===== config.mk =====
export PLATFORM = sky130hd
export DESIGN_NAME = pe_vinsn_queue
export DESIGN_NICKNAME = d
export VERILOG_FILES = /design/src/rtl/ara_pkg.sv /design/src/rtl/pe_vinsn_queue_pkg.sv /design/src/rtl/pe_vinsn_queue_ptr.sv /design/src/rtl/pe_vinsn_queue.sv
export SDC_FILE = /design/constraint.sdc
export NUM_CORES = 1
export LEC_CHECK = 0
export BUFFER_PORTS_ARGS = -buffer_cell sky130_fd_sc_hd__buf_4
export CORE_UTILIZATION = 35
export CTS_BUF_LIST = sky130_fd_sc_hd__clkbuf_16
export DETAILED_ROUTE_END_ITERATION = 7
export GPL_ROUTABILITY_DRIVEN = 0
export PLACE_DENSITY_LB_ADDON = 0.1
export SLEW_MARGIN = 20
export SYNTH_ARGS = -nofsm -noshare
export SYNTH_HDL_FRONTEND = slang
export SYNTH_SLANG_ARGS = --single-unit

===== constraint.sdc =====
create_clock -name clk_i -period 5.08 [get_ports clk_i]
set_input_delay 0.254 -clock clk_i [delete_from_list [all_inputs] [get_ports clk_i]]
set_output_delay 0.254 -clock clk_i [all_outputs]
set_load 0.01 [all_outputs]

===== src/rtl/ara_pkg.sv =====
// Shared Ara sequencer/PE types as seen by the per-PE instruction queues.
// Only the fields these queues consume are modelled here.
package ara_pkg;

  localparam int unsigned NrVInsn = 8;

  typedef logic [$clog2(NrVInsn)-1:0] vid_t;

  typedef enum logic [2:0] {
    VFU_None      = 3'd0,
    VFU_Alu       = 3'd1,
    VFU_MFpu      = 3'd2,
    VFU_SlideUnit = 3'd3,
    VFU_MaskUnit  = 3'd4,
    VFU_LoadUnit  = 3'd5,
    VFU_StoreUnit = 3'd6
  } vfu_e;

  typedef struct packed {
    vid_t               id;
    vfu_e               vfu;
    logic               vm;
    logic [7:0]         op;
    logic [4:0]         vd;
    logic [NrVInsn-1:0] hazard_vs1;
    logic [NrVInsn-1:0] hazard_vs2;
    logic [NrVInsn-1:0] hazard_vd;
    logic [NrVInsn-1:0] hazard_vm;
  } pe_req_t;

  typedef struct packed {
    logic [NrVInsn-1:0] vinsn_done;
  } pe_resp_t;

endpackage


===== src/rtl/pe_vinsn_queue_pkg.sv =====
// Helpers shared by the per-PE instruction queue.
// ID decode and hazard-mask extraction.
package pe_vinsn_queue_pkg;
  import ara_pkg::*;

  function automatic logic [NrVInsn-1:0] vid_onehot(vid_t id);
    vid_onehot     = '0;
    vid_onehot[id] = 1'b1;
  endfunction

  function automatic logic [NrVInsn-1:0] hazard_mask(pe_req_t r);
    hazard_mask = r.hazard_vs1 | r.hazard_vs2
                | r.hazard_vd  | r.hazard_vm;
  endfunction

endpackage


===== src/rtl/pe_vinsn_queue_ptr.sv =====
// Wrapping pointer with an up/down occupancy counter.
// The counter reset value lets one instance track free slots.
module pe_vinsn_queue_ptr #(
  parameter int unsigned Depth   = 4,
  parameter int unsigned CntInit = 0
) (
  input  logic                     clk_i,
  input  logic                     rst_i,
  input  logic                     inc_i,
  input  logic                     dec_i,
  output logic [$clog2(Depth)-1:0] ptr_o,
  output logic [$clog2(Depth):0]   cnt_o
);

  localparam int unsigned PW = $clog2(Depth);
  localparam int unsigned CW = PW + 1;

  always_ff @(posedge clk_i) begin
    if (rst_i) begin
      ptr_o <= '0;
      cnt_o <= CW'(CntInit);
    end else begin
      if (inc_i) ptr_o <= ptr_o + PW'(1);
      unique case ({inc_i, dec_i})
        2'b10:   cnt_o <= cnt_o + CW'(1);
        2'b01:   cnt_o <= cnt_o - CW'(1);
        default: cnt_o <= cnt_o;
      endcase
    end
  end

endmodule


===== src/rtl/pe_vinsn_queue.sv =====
// In-order per-PE instruction queue: filters the sequencer broadcast,
// waits out hazards, issues to the unit and reports completion.
module pe_vinsn_queue
  import ara_pkg::*;
  import pe_vinsn_queue_pkg::*;
#(
  parameter int unsigned NrLanes    = 1,
  parameter vfu_e        VfuSel     = VFU_Alu,
  parameter int unsigned QueueDepth = 4
) (
  input  logic               clk_i,
  input  logic               rst_i,
  input  pe_req_t            pe_req_i,
  input  logic               pe_req_valid_i,
  output logic               pe_req_ready_o,
  input  logic [NrVInsn-1:0] done_all_i,
  output pe_req_t            unit_req_o,
  output logic               unit_req_valid_o,
  input  logic               unit_req_ready_i,
  input  logic               unit_done_i,
  output pe_resp_t           pe_resp_o,
  output logic               busy_o
);

  localparam int unsigned PW = $clog2(QueueDepth);
  localparam int unsigned CW = PW + 1;

  if (QueueDepth < 2 || (QueueDepth & (QueueDepth - 1)) != 0
      || NrLanes == 0) begin : g_cfg_err
    $error("pe_vinsn_queue: unsupported parameters");
  end

  pe_req_t            req_q   [QueueDepth];
  logic [NrVInsn-1:0] hmask_q [QueueDepth];
  logic [NrVInsn-1:0] id_present;

  logic [PW-1:0] wr_ptr, iss_ptr, cmt_ptr;
  logic [CW-1:0] cnt, iss_cnt, free_cnt;

  logic    match, dup, ready;
  logic    accept, issue_ok, issue, commit;
  pe_req_t head;

  assign match = (pe_req_i.vfu == VfuSel)
              || (VfuSel == VFU_MaskUnit && !pe_req_i.vm);
  assign dup   = id_present[pe_req_i.id];
  assign ready = !match || dup || free_cnt != '0;

  assign accept = !rst_i && pe_req_valid_i && match
               && !dup && free_cnt != '0;
  assign issue_ok = (cnt > iss_cnt)
                 && hmask_q[iss_ptr] == '0;
  assign issue  = !rst_i && issue_ok && unit_req_ready_i;
  assign commit = !rst_i && unit_done_i && iss_cnt != '0;

  pe_vinsn_queue_ptr #(.Depth(QueueDepth)) u_wr (
    .clk_i, .rst_i,
    .inc_i (accept),
    .dec_i (commit),
    .ptr_o (wr_ptr),
    .cnt_o (cnt)
  );

  pe_vinsn_queue_ptr #(.Depth(QueueDepth)) u_iss (
    .clk_i, .rst_i,
    .inc_i (issue),
    .dec_i (commit),
    .ptr_o (iss_ptr),
    .cnt_o (iss_cnt)
  );

  // Commit side counts free slots, so its counter starts full.
  pe_vinsn_queue_ptr #(
    .Depth   (QueueDepth),
    .CntInit (QueueDepth)
  ) u_cmt (
    .clk_i, .rst_i,
    .inc_i (commit),
    .dec_i (accept),
    .ptr_o (cmt_ptr),
    .cnt_o (free_cnt)
  );

  always_ff @(posedge clk_i) begin
    if (accept) req_q[wr_ptr] <= pe_req_i;
  end

  always_ff @(posedge clk_i) begin
    if (rst_i) begin
      id_present <= '0;
      for (int i = 0; i < QueueDepth; i++)
        hmask_q[i] <= '0;
    end else begin
      for (int i = 0; i < QueueDepth; i++)
        hmask_q[i] <= hmask_q[i] & ~done_all_i;
      if (accept)
        hmask_q[wr_ptr] <= hazard_mask(pe_req_i)
                         & ~done_all_i;
      id_present <= (id_present
        | (accept ? vid_onehot(pe_req_i.id) : '0))
        & ~(commit ? vid_onehot(req_q[cmt_ptr].id) : '0);
    end
  end

  always_comb begin
    head            = req_q[iss_ptr];
    head.hazard_vs1 = '0;
    head.hazard_vs2 = '0;
    head.hazard_vd  = '0;
    head.hazard_vm  = '0;
    unit_req_o      = rst_i ? '0 : head;
    pe_resp_o       = '0;
    if (commit)
      pe_resp_o.vinsn_done = vid_onehot(req_q[cmt_ptr].id);
  end

  assign unit_req_valid_o = !rst_i && issue_ok;
  assign pe_req_ready_o   = !rst_i && ready;
  assign busy_o           = !rst_i && cnt != '0;

  assert property (@(posedge clk_i) disable iff (rst_i)
    unit_done_i |-> iss_cnt != '0)
  else $warning("unit_done_i with nothing issued, ignored");

endmodule


== Word-level counts from Yosys, hierarchy flattened ==
Memories as Yosys holds them, arrays and structs flattened. A register that Yosys moved wholly into a read port is not among the register bits.
Cells that the tools add are included.

* Add/subtract/negate cells: 9
* $lt $le $gt $ge: 5
* Eq/ne operators: 7
* Muxes and demuxes: 29
* Bitwise operators: 16
* Reduce and logical (&&, ||, !) cells: 25

{| class="wikitable"
|+ Operators by type and width
! kind !! count
|-
| 2-to-1 mux 52 bit || 1
|-
| AND 8 bit || 6
|-
| 2-to-1 mux 8 bit || 6
|-
| bitwise OR 8 bit || 4
|-
| case mux 3 bit (2 select lines) || 3
|-
| inverter 8 bit || 2
|-
| logical AND 1 bit || 13
|-
| 2-to-1 mux 2 bit || 6
|-
| 2-to-1 mux 1 bit || 10
|-
| adder 3 x 1 -> 3 bit (second input constant) || 3
|-
| nonzero test 3 bit || 3
|-
| subtractor 3 x 1 -> 3 bit (second input constant) || 3
|-
| logical NOT 8 bit || 1
|-
| less-than comparator 3 x 4 -> 1 bit (second input constant) || 2
|-
| adder 2 x 1 -> 2 bit (second input constant) || 3
|-
| demux 1 bit (select 3 bit) || 2
|-
| equality test 2 x 1 -> 1 bit (second input constant) || 3
|-
| equality test 2 bit (second input constant) || 3
|-
| >= comparator 3 x 1 -> 1 bit (second input constant) || 2
|-
| nonzero test 2 bit || 3
|-
| bitwise OR 1 bit || 4
|-
| binary-select mux 1 bit (select 3 bit) || 1
|-
| equality test 3 x 1 -> 1 bit (second input constant) || 1
|-
| > comparator 3 bit || 1
|-
| 2 further kinds || 5
|}

* Register bits after elaboration: 23
* RAM bits: 240
* Output and inout bits: 63
* Memories: 2

{| class="wikitable"
|+ Memories
! memory !! depth !! bits a word !! read ports !! clocked after memory_dff !! write ports !! line !! source
|-
| req_q || 4 || 52 || 2 || 2 || 1 || pe_vinsn_queue.sv:33 || <nowiki>pe_req_t req_q [QueueDepth];</nowiki>
|-
| hmask_q || 4 || 8 || 5 || 1 || 5 || pe_vinsn_queue.sv:34 || <nowiki>logic [NrVInsn-1:0] hmask_q [QueueDepth];</nowiki>
|}

== Depth between registers and ports, before layout ==
Gate-level depths: netlist (run 1).

* Depth after elaboration: 8
* Mapped depth: 12

== Modules after synthesis ==
From an unflattened synthesis (run 1), not the netlist that was laid out.

* Cell total of the unflattened synthesis: 467
* Area, all modules: 6047.0 µm²

{| class="wikitable"
|+ Modules (own cells, without submodules)
! module !! instances !! cells each !! area an instance (µm²)
|-
| pe_vinsn_queue || 1 || 392 || 5365.1
|-
| pe_vinsn_queue_ptr at u_iss ... || 2 || 25 || 226.5
|-
| pe_vinsn_queue_ptr at u_cmt || 1 || 25 || 229.0
|}

== Worst setup path after synthesis (run 1) ==
Ideal clock, no wire load.

* Path type: input-to-reg
* Start: input port pe_req_i[51] (netlist name)
* End: register u_cmt.cnt_o[2]
* Arrival time: 2.815 ns
* Setup slack: 2.203 ns
* Stages on the path: 10
* Buffers on the path: 2
* Cell sequence: clkbuf_1 > mux4_2 > nor4_2 > buf_2 > ha_1 > inv_1 > fa_1 > xor2_1 > or3_1 > nand3_1

* Word-level cells in the longest chain between the ends: 7
* Elaborated cells on any way between the ends: 9
* Classes of those cells: eq/ne: 2; mux: 3; reduce/logical: 4

{| class="wikitable"
|+ Ends and longest elaborated chain
! item !! line !! source
|-
| start, declared || pe_vinsn_queue.sv:13 || <nowiki>input pe_req_t pe_req_i,</nowiki>
|-
| binary-select mux 1 bit (select 3 bit) (*) || pe_vinsn_queue.sv:46 || <nowiki>assign dup = id_present[pe_req_i.id];</nowiki>
|-
| 2-to-1 mux 1 bit (implied by the code) (*) || pe_vinsn_queue.sv:46 ||
|-
| logical NOT 1 bit (*) || pe_vinsn_queue.sv:50 || <nowiki>&& !dup && free_cnt != '0;</nowiki>
|-
| logical AND 1 bit (*) (2 in series) || pe_vinsn_queue.sv:50 ||
|-
| via accept || pe_vinsn_queue.sv:41 || <nowiki>logic accept, issue_ok, issue, commit;</nowiki>
|-
| equality test 2 x 1 -> 1 bit / equality test 2 bit (equally long branches) || pe_vinsn_queue_ptr.sv:24 || <nowiki>unique case ({inc_i, dec_i})</nowiki>
|-
| case mux 3 bit (2 select lines) / nonzero test 2 bit (equally long branches) || - ||
|-
| end signal, assigned || pe_vinsn_queue_ptr.sv:25 || <nowiki>2'b10: cnt_o <= cnt_o + CW'(1);</nowiki>
|-
| end signal, assigned || pe_vinsn_queue_ptr.sv:26 || <nowiki>2'b01: cnt_o <= cnt_o - CW'(1);</nowiki>
|-
| end signal, assigned || pe_vinsn_queue_ptr.sv:27 || <nowiki>default: cnt_o <= cnt_o;</nowiki>
|-
| end, declared || pe_vinsn_queue_ptr.sv:12 || <nowiki>output logic [$clog2(Depth):0] cnt_o</nowiki>
|}

Mark *: on every way through the listed nets, which the timed path passes. The rest lies on a longest branch. The select of a mux whose other input is x is not followed.
A chain may end at the register's enable or synchronous reset.

== Worst setup path in the final report (run 1) ==
* Start: register id_present[3]
* End: memory req_q[1][51] (netlist name) (enable)

* Word-level cells in the longest chain between the ends: 7

{| class="wikitable"
|+ Ends and longest elaborated chain
! item !! line !! source
|-
| start, declared || pe_vinsn_queue.sv:35 || <nowiki>logic [NrVInsn-1:0] id_present;</nowiki>
|-
| start signal, assigned || pe_vinsn_queue.sv:99 || <nowiki>id_present <= (id_present</nowiki>
|-
| binary-select mux 1 bit (select 3 bit) || pe_vinsn_queue.sv:46 ||
|-
| 2-to-1 mux 1 bit (implied by the code) || pe_vinsn_queue.sv:46 ||
|-
| logical NOT 1 bit || pe_vinsn_queue.sv:50 ||
|-
| logical AND 1 bit (2 in series) || pe_vinsn_queue.sv:50 ||
|-
| 2-to-1 mux 1 bit || pe_vinsn_queue.sv:85 || <nowiki>if (accept) req_q[wr_ptr] <= pe_req_i;</nowiki>
|-
| 2-to-1 mux 1 bit (implied by the code) || pe_vinsn_queue.sv:85 ||
|-
| end, declared || pe_vinsn_queue.sv:33 ||
|}

No other way between the ends. The select of a mux whose other input is x is not followed.

==> impl_results.md, run 1 <==
- Clock Sinks: 139
- Synth unique cells: 42
- Die Ht: 134 µm
- Period Utilization, post-route: 68.9%
- Final Total Pwr: 2.54 mW
- RSZ-0062 raised after global routing: false
- Final ANT Viol Nets: 0
- Syn Std Cell Area: 6110 µm²
- Detailed placement HPWL: 8750 µm
- Initial Utilization: 36.3%
- Gr usage total: 15.2%
- Core ar.: 16800 µm²
- Fillers: 1592
- Critical R2R Capture: req_q[1][51]$_DFFE_PP_
- Cts bufs inserted: 17
- Max VDD drop: 0.000236 V
- Post-Route WL: 12700 µm
- CTS tree: done
- Synthesis-stage register bit count: 139
- Fmax: 0.286 GHz
- PD cells: 337 nW/µm²
- Post-synthesis average cell area: 12.7 µm²
- Vias per cell: 4.72
- Multiplexer share of the synthesized area: 14.4%
- Port Buffer Count: 95
- Area grow syn2layout: 23.0%
- Adder-Cell Fraction of Synth Area: 3.03%
- Post-CTS sizing: 0
- First-pass GRT wire length: 20600 µm
- Hold endpoint: req_q[3][33]$_DFFE_PP_
- Crit end category: flip-flop
- Static leakage: 3.01 nW
- Status: completed
- Initial DRC count: 239
- Synthesis Warnings: 0
- Req. time, crit path: 5.11 ns
- CP startpoint kind: flip-flop
- Compound-Gate Fraction of Synth Area: 4.24%
- CTS H-Tree Depth: 4
- Fin Setup TNS: 0 ns
- Most frequent cells in the layout: buf_4 (98), edfxtp_1 (80), dfxtp_1 (58)
- Sequential-to-total area share from yosys stat: 58.6%
- Clock Latency Late Sink: 0.41 ns
- Maxcap violations: 0
- Die area: 18000 µm²
- Placed Area: 6940 µm²
- Largest stage delay, worst path: 0.87 ns
- Most common library cell in the layout ignoring fill and taps: buf_4
- Multi-input logic area: 2240 µm²
- Setup CP Type: flip-flop to flip-flop
- # diodes: 0
- Final Hold Vio Count: 0
- Hold Buf Count CTS: 0
- Max_slew headroom: 35.6%
- Min cycle time layout: 3.50 ns
- Cells after Synth: 482
- Worst Max-Slew Pin Slew: 0.965 ns
- Largest family of logic cells by synthesized area: multiplexers
- Synth Area in XOR/XNOR: 1.15%
- WL/cell: 15.6 µm
- Setup Skew: 0.00477 ns
- Worst r2r src: id_present[3]$_SDFF_PP0_
- Top Ports: 128
- Placed Cells incl. Taps: 784
- Final instance area: 7520 µm²
- Total gr overflow: 0
- Reg-to-reg slack, setup: 1.58 ns
- Crit Path Max Fanout: 20
- Finished Layout Cells: 815
- WHS Path Cells: 1
- Total number of vias: 3847
- Row count: 47
- Pin count of the biggest net entering global routing: 33
- Vias in the first global route: 3977
- Worst hold path startpoint: pe_req_i[33]
- Arrival @ worst endpoint: 3.53 ns
- Layout cells sized above 1: 25.5%
- Clk pin slew, worst setup/hold paths: 0.06 ns
- Die Wd: 134 µm
- Simple-gate share of the synthesized area: 11.9%
- Final Setup Violations: 0
- DRC errors left: 0
- Fin nets: 661
- Initial antenna violation count: 0
- Sequential cell area: 3580 µm²
- Critical Path, Cell by Cell: mux2_2 -> mux4_2 -> nor4_2 -> nand2_1 -> inv_1
- Maximum buffer depth of the clock tree: 2
- Hold WS: 0.0429 ns
- Hold crit path type: input pin to flip-flop
- Post-CTS setup buffers: 0
- Detailed Routing Iterations Pass 1: 4
- Slowest cell on crit path: inv_1
- Post-synth EDFFs: 80
- Post-synth ARST share: 0%
- Root Driver: clkbuf_16
- Max-slew violation count: 0
- R2R cell count: 5
- Top_reg_cell synth: edfxtp_1
[sequential cells by signal (all words and copies together), names as in the netlist, named ones only]
| name | flops |
|---|---|
| u_wr.cnt_o | 3 |
| u_iss.cnt_o | 3 |
| u_cmt.cnt_o | 3 |
| u_iss.ptr_o | 2 |
| u_wr.ptr_o | 2 |
| id_present | 8 |
| hmask_q | 32 |
| req_q | 80 |
| u_cmt.ptr_o | 2 |
[worst max-delay path by stage]
| stage | start | end | slack, ns |
|---|---|---|---|
| finish | id_present[3]$_SDFF_PP0_ | req_q[1][51]$_DFFE_PP_ | 1.58 |
| global placement | pe_req_i[50] | req_q[1][46]$_DFFE_PP_ | 1.33 |
| global route | id_present[3]$_SDFF_PP0_ | req_q[1][45]$_DFFE_PP_ | 1.30 |
| detailed placement | pe_req_i[50] | req_q[1][46]$_DFFE_PP_ | 1.28 |
| floorplan | pe_req_i[51] | u_cmt.cnt_o[2]$_SDFFE_PP1P_ | 2.20 |
| CTS | id_present[3]$_SDFF_PP0_ | req_q[1][41]$_DFFE_PP_ | 1.49 |
[worst max-delay path, delay by kind of cell, from the launching register on]
kind	cells	cell delay [ns]
AND/OR/NAND/NOR	2	1.19
flip-flops	1	0.30
buffers and inverters	1	0.87
multiplexers	2	0.75
[power by group]
group	leakage, nW	switching, mW	internal (mW)
logic	1.55	0.0680	0.0615
clock network	0.271	0.447	0.760
registers	1.20	0.00590	1.19
[cell usage after synthesis (all sizes together), types with 8 or more instances]
cell,number,share of area (%)
dfxtp,59,19
nor2,44,2.7
nand2,46,2.9
buf,36,4.2
ha,10,2.0
inv,28,1.7
a21oi,9,0.74
mux4,24,8.8
mux2i,33,5.4
edfxtp,80,39
clkbuf,11,0.68
and2,22,2.3
o41ai,8,1.1
[metal layers]
layer | vias up | GRT usage, % | wire length, µm
li1 | 1872 | - | -
met1 | 1881 | 18.7 | 5590
met2 | 81 | 26.1 | 6580
met3 | 13 | 3.40 | 380
met4 | 0 | 5.87 | 163
met5 | - | 0 | 0
[per-stage QoR]
stage	util (%)	worst slack [ns]
after global routing	44.7	1.30
after global placement	41.3	1.33
after floorplan	-	2.20
after detailed placement	41.3	1.28
final	44.7	1.58
after CTS	44.7	1.49
[kinds of logic after synthesis]
kind of cell | Yosys count
xor gates and xnor gates | 8
other | 1
and+or+nand+nor | 151
buffers and inverters | 75
adders and majority gates | 13
muxes | 58
DFF | 139
AOI/OAI and AO/OA | 37
[final cells by class]
cell class                      instances  area share, %
Tap cell                              220           3.66
Clock buffer                           17           5.66
Clock inverter                         14           2.03
Timing Repair Buffer                   98           9.78
Inverter                               28           1.40
Sequential cell                       139           47.7
Multi-Input combinational cell        299           29.8
Power figures use the tool's default switching activity.
==> run 2, diff against run 1 <==
clock period = 3.2 ns   (was 5.08 ns; I/O delays follow)
==> run 2 against run 1 <==
Effect of this change: die area unchanged; register-to-register slack worse by 1.1 ns; largest cell class unchanged; worst setup slack worse by 1.1 ns; sequential share of layout area down 1.9 points; critical path type unchanged; count of clock-buffer cells in the layout unchanged; hold slack better by 0.010 ns.
==> impl_results.md, run 2 (synthesis results as in run 1) <==
- Clock Latency Late Sink: 0.41 ns (about the same)
- Final Setup Violations: 0 (unchanged)
- Min cycle time layout: 2.75 ns (-0.746 ns)
- Fmax: 0.363 GHz (+27%)
- Req. time, crit path: 3.55 ns (-1.56 ns)
- Fin Setup TNS: 0 ns (unchanged)
- Max_slew headroom: 46.2% (+11 points)
- Total number of vias: 3935 (+2.3%)
- WL/cell: 15.1 µm (-3.2%)
- Crit Path Max Fanout: 3 (-85%)
- CP startpoint kind: flip-flop
- Vias in the first global route: 3990 (+0.33%)
- Port Buffer Count: 95 (unchanged)
- DRC errors left: 0 (unchanged)
- Core ar.: 16800 µm² (unchanged)
- Gr usage total: 14.9% (-0.27 points)
- Die Ht: 134 µm (unchanged)
- Final ANT Viol Nets: 0 (unchanged)
- Area grow syn2layout: 28.2%
- Fillers: 1568 (-1.5%)
- Setup CP Type: flip-flop to flip-flop
- Final Hold Vio Count: 0 (unchanged)
- Clk pin slew, worst setup/hold paths: 0.06 ns (about the same)
- Max-slew violation count: 0 (unchanged)
- Arrival @ worst endpoint: 3.10 ns (-0.43 ns)
- Cts bufs inserted: 17 (unchanged)
- Initial antenna violation count: 0 (unchanged)
- CTS H-Tree Depth: 4 (unchanged)
- Initial DRC count: 175 (-27%)
- Placed Area: 7030 µm² (+1.3%)
- Post-CTS sizing: 0 (unchanged)
- Worst Max-Slew Pin Slew: 0.797 ns (-0.168 ns)
- Pin count of the biggest net entering global routing: 26 (-21%)
- Crit end category: flip-flop
- Most common library cell in the layout ignoring fill and taps: buf_4
- Hold Buf Count CTS: 17 (+17)
- Top Ports: 128 (unchanged)
- RSZ-0062 raised after global routing: false
- Hold crit path type: input pin to flip-flop
- Detailed Routing Iterations Pass 1: 4 (unchanged)
- Status: completed
- Vias per cell: 4.66 (-1.3%)
- Maxcap violations: 0 (unchanged)
- Detailed placement HPWL: 8770 µm (+0.21%)
- Max reg flops: 80 (unchanged)
- Die area: 18000 µm² (unchanged)
- Clock Sinks: 139 (unchanged)
- # diodes: 0 (unchanged)
- CTS tree: done
- Die Wd: 134 µm (unchanged)
- First-pass GRT wire length: 20300 µm (-1.1%)
- Row count: 47 (unchanged)
- Layout cells sized above 1: 26.9% (+1.3 points)
- Root Driver: clkbuf_16
- Initial Utilization: 36.3% (unchanged)
- Fin nets: 690 (+4.4%)
- Total gr overflow: 0 (unchanged)
- Setup Skew: 0.00809 ns (+0.00333 ns)
- Period Utilization, post-route: 86.1% (+17 points)
- Maximum buffer depth of the clock tree: 2 (unchanged)
- PD cells: 540 nW/µm² (+60%)
- Largest regs: req_q: 80 flops, hmask_q: 32 flops, id_present: 8 flops
- Post-CTS setup buffers: 0 (unchanged)
- Max VDD drop: 0.000370 V (+57%)
- Largest register by flop count: req_q
- Final instance area: 7840 µm² (+4.2%)
- Post-Route WL: 12800 µm (+0.35%)
- Static leakage: 3.19 nW (+6.0%)
- Most frequent cells in the layout: buf_4 (110), edfxtp_1 (80), dfxtp_1 (58)
-- run 2: changes by cell type in the layout (fill, tap and decap cells not counted), moves of 3 or more --
cell           change
clkinvlp_4         -3
buf_4             +12
dlygate4sd3_1     +17
clkinv_2           +4
clkinv_1           -5
-- run 2: metal layers --
metal | part of all wire (%) | vias up | global-route usage, %
met5 | 0 | - | 0
met4 | 1.1 | 0 | 5.18
met3 | 3.9 | 12 | 4.04
met2 | 49 | 89 | 24.6
met1 | 46 | 1894 | 19.0
li1 | - | 1940 | -
-- run 2: power by group --
group          switching, mW  total (mW)  internal [mW]
clock network          0.731        2.10           1.37
registers            0.00496        1.90           1.90
logic                  0.115       0.230          0.115
total                  0.850        4.23           3.38
-- run 2: stage by stage --
step	setup WS, ns	total power [mW]	util, %	hold slack, ns	cells
finish	0.446	4.23	46.6	0.0531	845
global route	0.149	4.39	46.6	0.0387	845
CTS	0.440	4.28	46.6	0.0252	845
detailed placement	0.338	2.15	41.8	0.367	796
global placement	0.420	2.15	41.8	0.361	796
floorplan	0.358	2.07	-	0.259	513
-- run 2: critical path: stages (launching register included) --
cell and delay, ns:
dfxtp_1 0.36, inv_1 0.09, ha_1 0.30, a311oi_1 0.40, nand3_1 0.14, or3_1 0.38, ha_1 0.25, inv_1 0.07
fa_1 0.17, xor2_1 0.07, or3_1 0.32, a21oi_1 0.14
-- run 2: final timing paths --
| kind | endpoint | start | cells after the start | slack [ns] |
|---|---|---|---|---|
| hold reg to reg | id_present[5]$_SDFF_PP0_ | id_present[5]$_SDFF_PP0_ | 2 | 0.46 |
| setup reg to reg | u_iss.cnt_o[2]$_SDFFE_PP0P_ | u_wr.cnt_o[0]$_SDFFE_PP0P_ | 11 | 0.45 |
| setup / recovery | u_iss.cnt_o[2]$_SDFFE_PP0P_ | u_wr.cnt_o[0]$_SDFFE_PP0P_ | 11 | 0.45 |
| hold / removal | hmask_q[0][2]$_DFF_P_ | done_all_i[2] | 4 | 0.05 |
-- run 2: cell type report --
cell class | count | area, µm² | share of cell area, %
clock inverter | 15 | 208 | 2.65
tap | 220 | 275 | 3.51
timing repair buffer | 127 | 996 | 12.7
sequential | 139 | 3580 | 45.7
inverter | 28 | 105 | 1.34
clock buffer | 17 | 425 | 5.43
multi-input combinational | 299 | 2240 | 28.6
==> run 3, diff against run 2 <==
PLACE_DENSITY_LB_ADDON = unset   (was 0.1)
REMOVE_ABC_BUFFERS = 1   (was unset)
==> run 3 against run 2 <==
Effect of this change: final cell count down 0.12%; maximum frequency down 3.0%; count of clock-buffer cells in the layout unchanged; global-route usage up 0.20 points; hold slack better by 0.0028 ns; worst setup slack worse by 0.084 ns; critical endpoint unchanged; largest power group unchanged; highest routed layer unchanged.
==> impl_results.md, run 3 (synthesis results as in run 1) <==
- Status: completed
- Largest register by flop count: req_q
- Clk pin slew, worst setup/hold paths: 0.06 ns (about the same)
- Req. time, crit path: 3.54 ns (about the same)
- Vias in the first global route: 4184 (+4.9%)
- WL/cell: 15.3 µm (+1.0%)
- Hold WS: 0.0559 ns (+0.00283 ns)
- Port Buffer Count: 95 (unchanged)
- Post-Route WL: 12900 µm (+0.92%)
- Row count: 47 (unchanged)
- Detailed placement HPWL: 8930 µm (+1.9%)
- Post-CTS sizing: 0 (unchanged)
- Hold crit path type: input pin to flip-flop
- RSZ-0062 raised after global routing: false
- Cts bufs inserted: 17 (unchanged)
- Total number of vias: 4041 (+2.7%)
- Finished Layout Cells: 844 (-0.12%)
- Initial antenna violation count: 0 (unchanged)
- DRC errors left: 0 (unchanged)
- Worst setup margin: 0.362 ns (-0.0841 ns)
- Max-slew violation count: 0 (unchanged)
- Die Wd: 134 µm (unchanged)
- Seq pwr share: 45.1% (+0.2 points)
- Static leakage: 3.18 nW (-0.34%)
- Final Setup Violations: 0 (unchanged)
- Core ar.: 16800 µm² (unchanged)
- Metal2 WL: 6430 µm (+3.3%)
- Maxcap violations: 0 (unchanged)
- Largest stage delay, worst path: 0.46 ns (+0.06 ns)
- Pin count of the biggest net entering global routing: 26 (unchanged)
- Fillers: 1534 (-2.2%)
- Setup Skew: 0.0105 ns (+0.00240 ns)
- Final instance area: 7830 µm² (-0.13%)
- Clock Latency Late Sink: 0.41 ns (about the same)
- Clock power share: 49.5% (-0.2 points)
- Max_slew headroom: 34.9% (-11 points)
- Placed Area: 7030 µm² (-0.11%)
- Final ANT Viol Nets: 0 (unchanged)
- CTS H-Tree Depth: 4 (unchanged)
- Reg-to-reg slack, setup: 0.36 ns (-0.08 ns)
- Die area: 18000 µm² (unchanged)
- Placement Setup Slack: 0.277 ns (-0.0611 ns)
- Initial Utilization: 36.3% (unchanged)
- Sw frac: 19.9% (-0.23 points)
- Largest regs: req_q: 80 flops, hmask_q: 32 flops, id_present: 8 flops
- Placed Cells incl. Taps: 795 (-0.13%)
- Fin Setup TNS: 0 ns (unchanged)
- Clock Sinks: 139 (unchanged)
- Max VDD drop: 0.000386 V (+4.4%)
- Top routing layer in use: met4
- R2R cell count: 11 (unchanged)
- Arrival @ worst endpoint: 3.18 ns (+0.08 ns)
- Max reg flops: 80 (unchanged)
- Vias per cell: 4.79 (+2.8%)
- Area grow syn2layout: 28.0%
- Detailed Routing Iterations Pass 1: 4 (unchanged)
- Crit end category: flip-flop
- PD cells: 538 nW/µm² (-0.34%)
- Critical Path, Cell by Cell: inv_1 -> ha_1 -> a311oi_1 -> nand3_1 -> or3_1 -> ha_1 -> inv_1 -> fa_1 -> xor2_1 -> or3_1 -> a21oi_1
- Post-layout util: 46.5% (-0.060 points)
- Fin nets: 689 (-0.14%)
- Setup CP Type: flip-flop to flip-flop
- Post-CTS setup buffers: 0 (unchanged)
- Worst Max-Slew Pin Slew: 0.964 ns (+0.167 ns)
- Initial DRC count: 239 (+37%)
- Psw: 837 µW (-1.6%)
- WHS Path Cells: 1 (-3)
- Top Ports: 128 (unchanged)
- Period Utilization, post-route: 88.7% (+2.6 points)
- Root Driver: clkbuf_16
- Slowest cell on crit path: a311oi_1
- Gr usage total: 15.1% (+0.20 points)
- CTS tree: done
- Die Ht: 134 µm (unchanged)
- Total gr overflow: 0 (unchanged)
- Most frequent cells in the layout: buf_4 (109), edfxtp_1 (80), dfxtp_1 (58)
- Final Total Pwr: 4.21 mW (-0.47%)
- Min cycle time layout: 2.84 ns (+0.0841 ns)
- Crit Path Max Fanout: 3 (unchanged)
- Metal3 WL: 647 µm (+29%)
- Layout cells sized above 1: 26.6% (-0.28 points)
- # diodes: 0 (unchanged)
- Fmax: 0.352 GHz (-3.0%)
- Most common library cell in the layout ignoring fill and taps: buf_4
- Final Hold Vio Count: 0 (unchanged)
- Maximum buffer depth of the clock tree: 2 (unchanged)
- Combinational share of power: 5.4% (about the same)
- First-pass GRT wire length: 20600 µm (+1.4%)
- M1 WL: 5620 µm (-4.7%)
- CP startpoint kind: flip-flop
- Pint: 3.38 mW (-0.18%)
## run 3: changes by cell type in the layout (fill, tap and decap cells not counted), sizes merged
cell      before  now
buf          110  109
clkinv         7    6
clkinvlp       0    1
## run 3: final timing paths
kind / start / to
hold / removal: pe_req_i[51] / req_q[2][51]$_DFFE_PP_
setup / recovery: u_wr.cnt_o[0]$_SDFFE_PP0P_ / u_iss.cnt_o[2]$_SDFFE_PP0P_
hold reg to reg: hmask_q[0][1]$_DFF_P_ / hmask_q[0][1]$_DFF_P_
setup reg to reg: u_wr.cnt_o[0]$_SDFFE_PP0P_ / u_iss.cnt_o[2]$_SDFFE_PP0P_
## run 3: worst max-delay path: cells and delay by family, from the launching register on
family / cells / cell delay (ns)
and+or+nand+nor: 3 / 0.83
DFF: 1 / 0.37
buffers and inverters: 2 / 0.18
xor gates and xnor gates: 1 / 0.07
adders and majority gates: 3 / 0.73
AOI/OAI and AO/OA: 2 / 0.60
## run 3: layer usage
metal / global-route usage [%] / up-vias
li1: - / 1926
met1: 17.9 / 1965
met2: 26.5 / 133
met3: 4.08 / 17
met4: 5.24 / 0
met5: 0 / -
## run 3: timing repair
item / in CTS / in global routing
endpoints found under the hold margin: 68 / 0
setup endpoints to repair: 0 / 0
hold buffers: 17 / 0
## run 3: area by class of cell
cell class | instances | area, µm² | area share [%]
sequential | 139 | 3580 | 45.8
multi-input combinational | 299 | 2240 | 28.7
timing repair buffer | 126 | 988 | 12.6
clock buffer | 17 | 425 | 5.43
tap | 220 | 275 | 3.52
clock inverter | 15 | 205 | 2.62
inverter | 28 | 105 | 1.34
## run 3: power by group through the flow
stage | registers (mW) | clock network, mW | logic, mW
after floorplan | 1.94 | 0 | 0.0854
after global placement | 1.94 | 0 | 0.207
after detailed placement | 1.94 | 0 | 0.212
after CTS | 1.90 | 2.13 | 0.230
after global routing | 1.90 | 2.20 | 0.251
final | 1.90 | 2.09 | 0.228
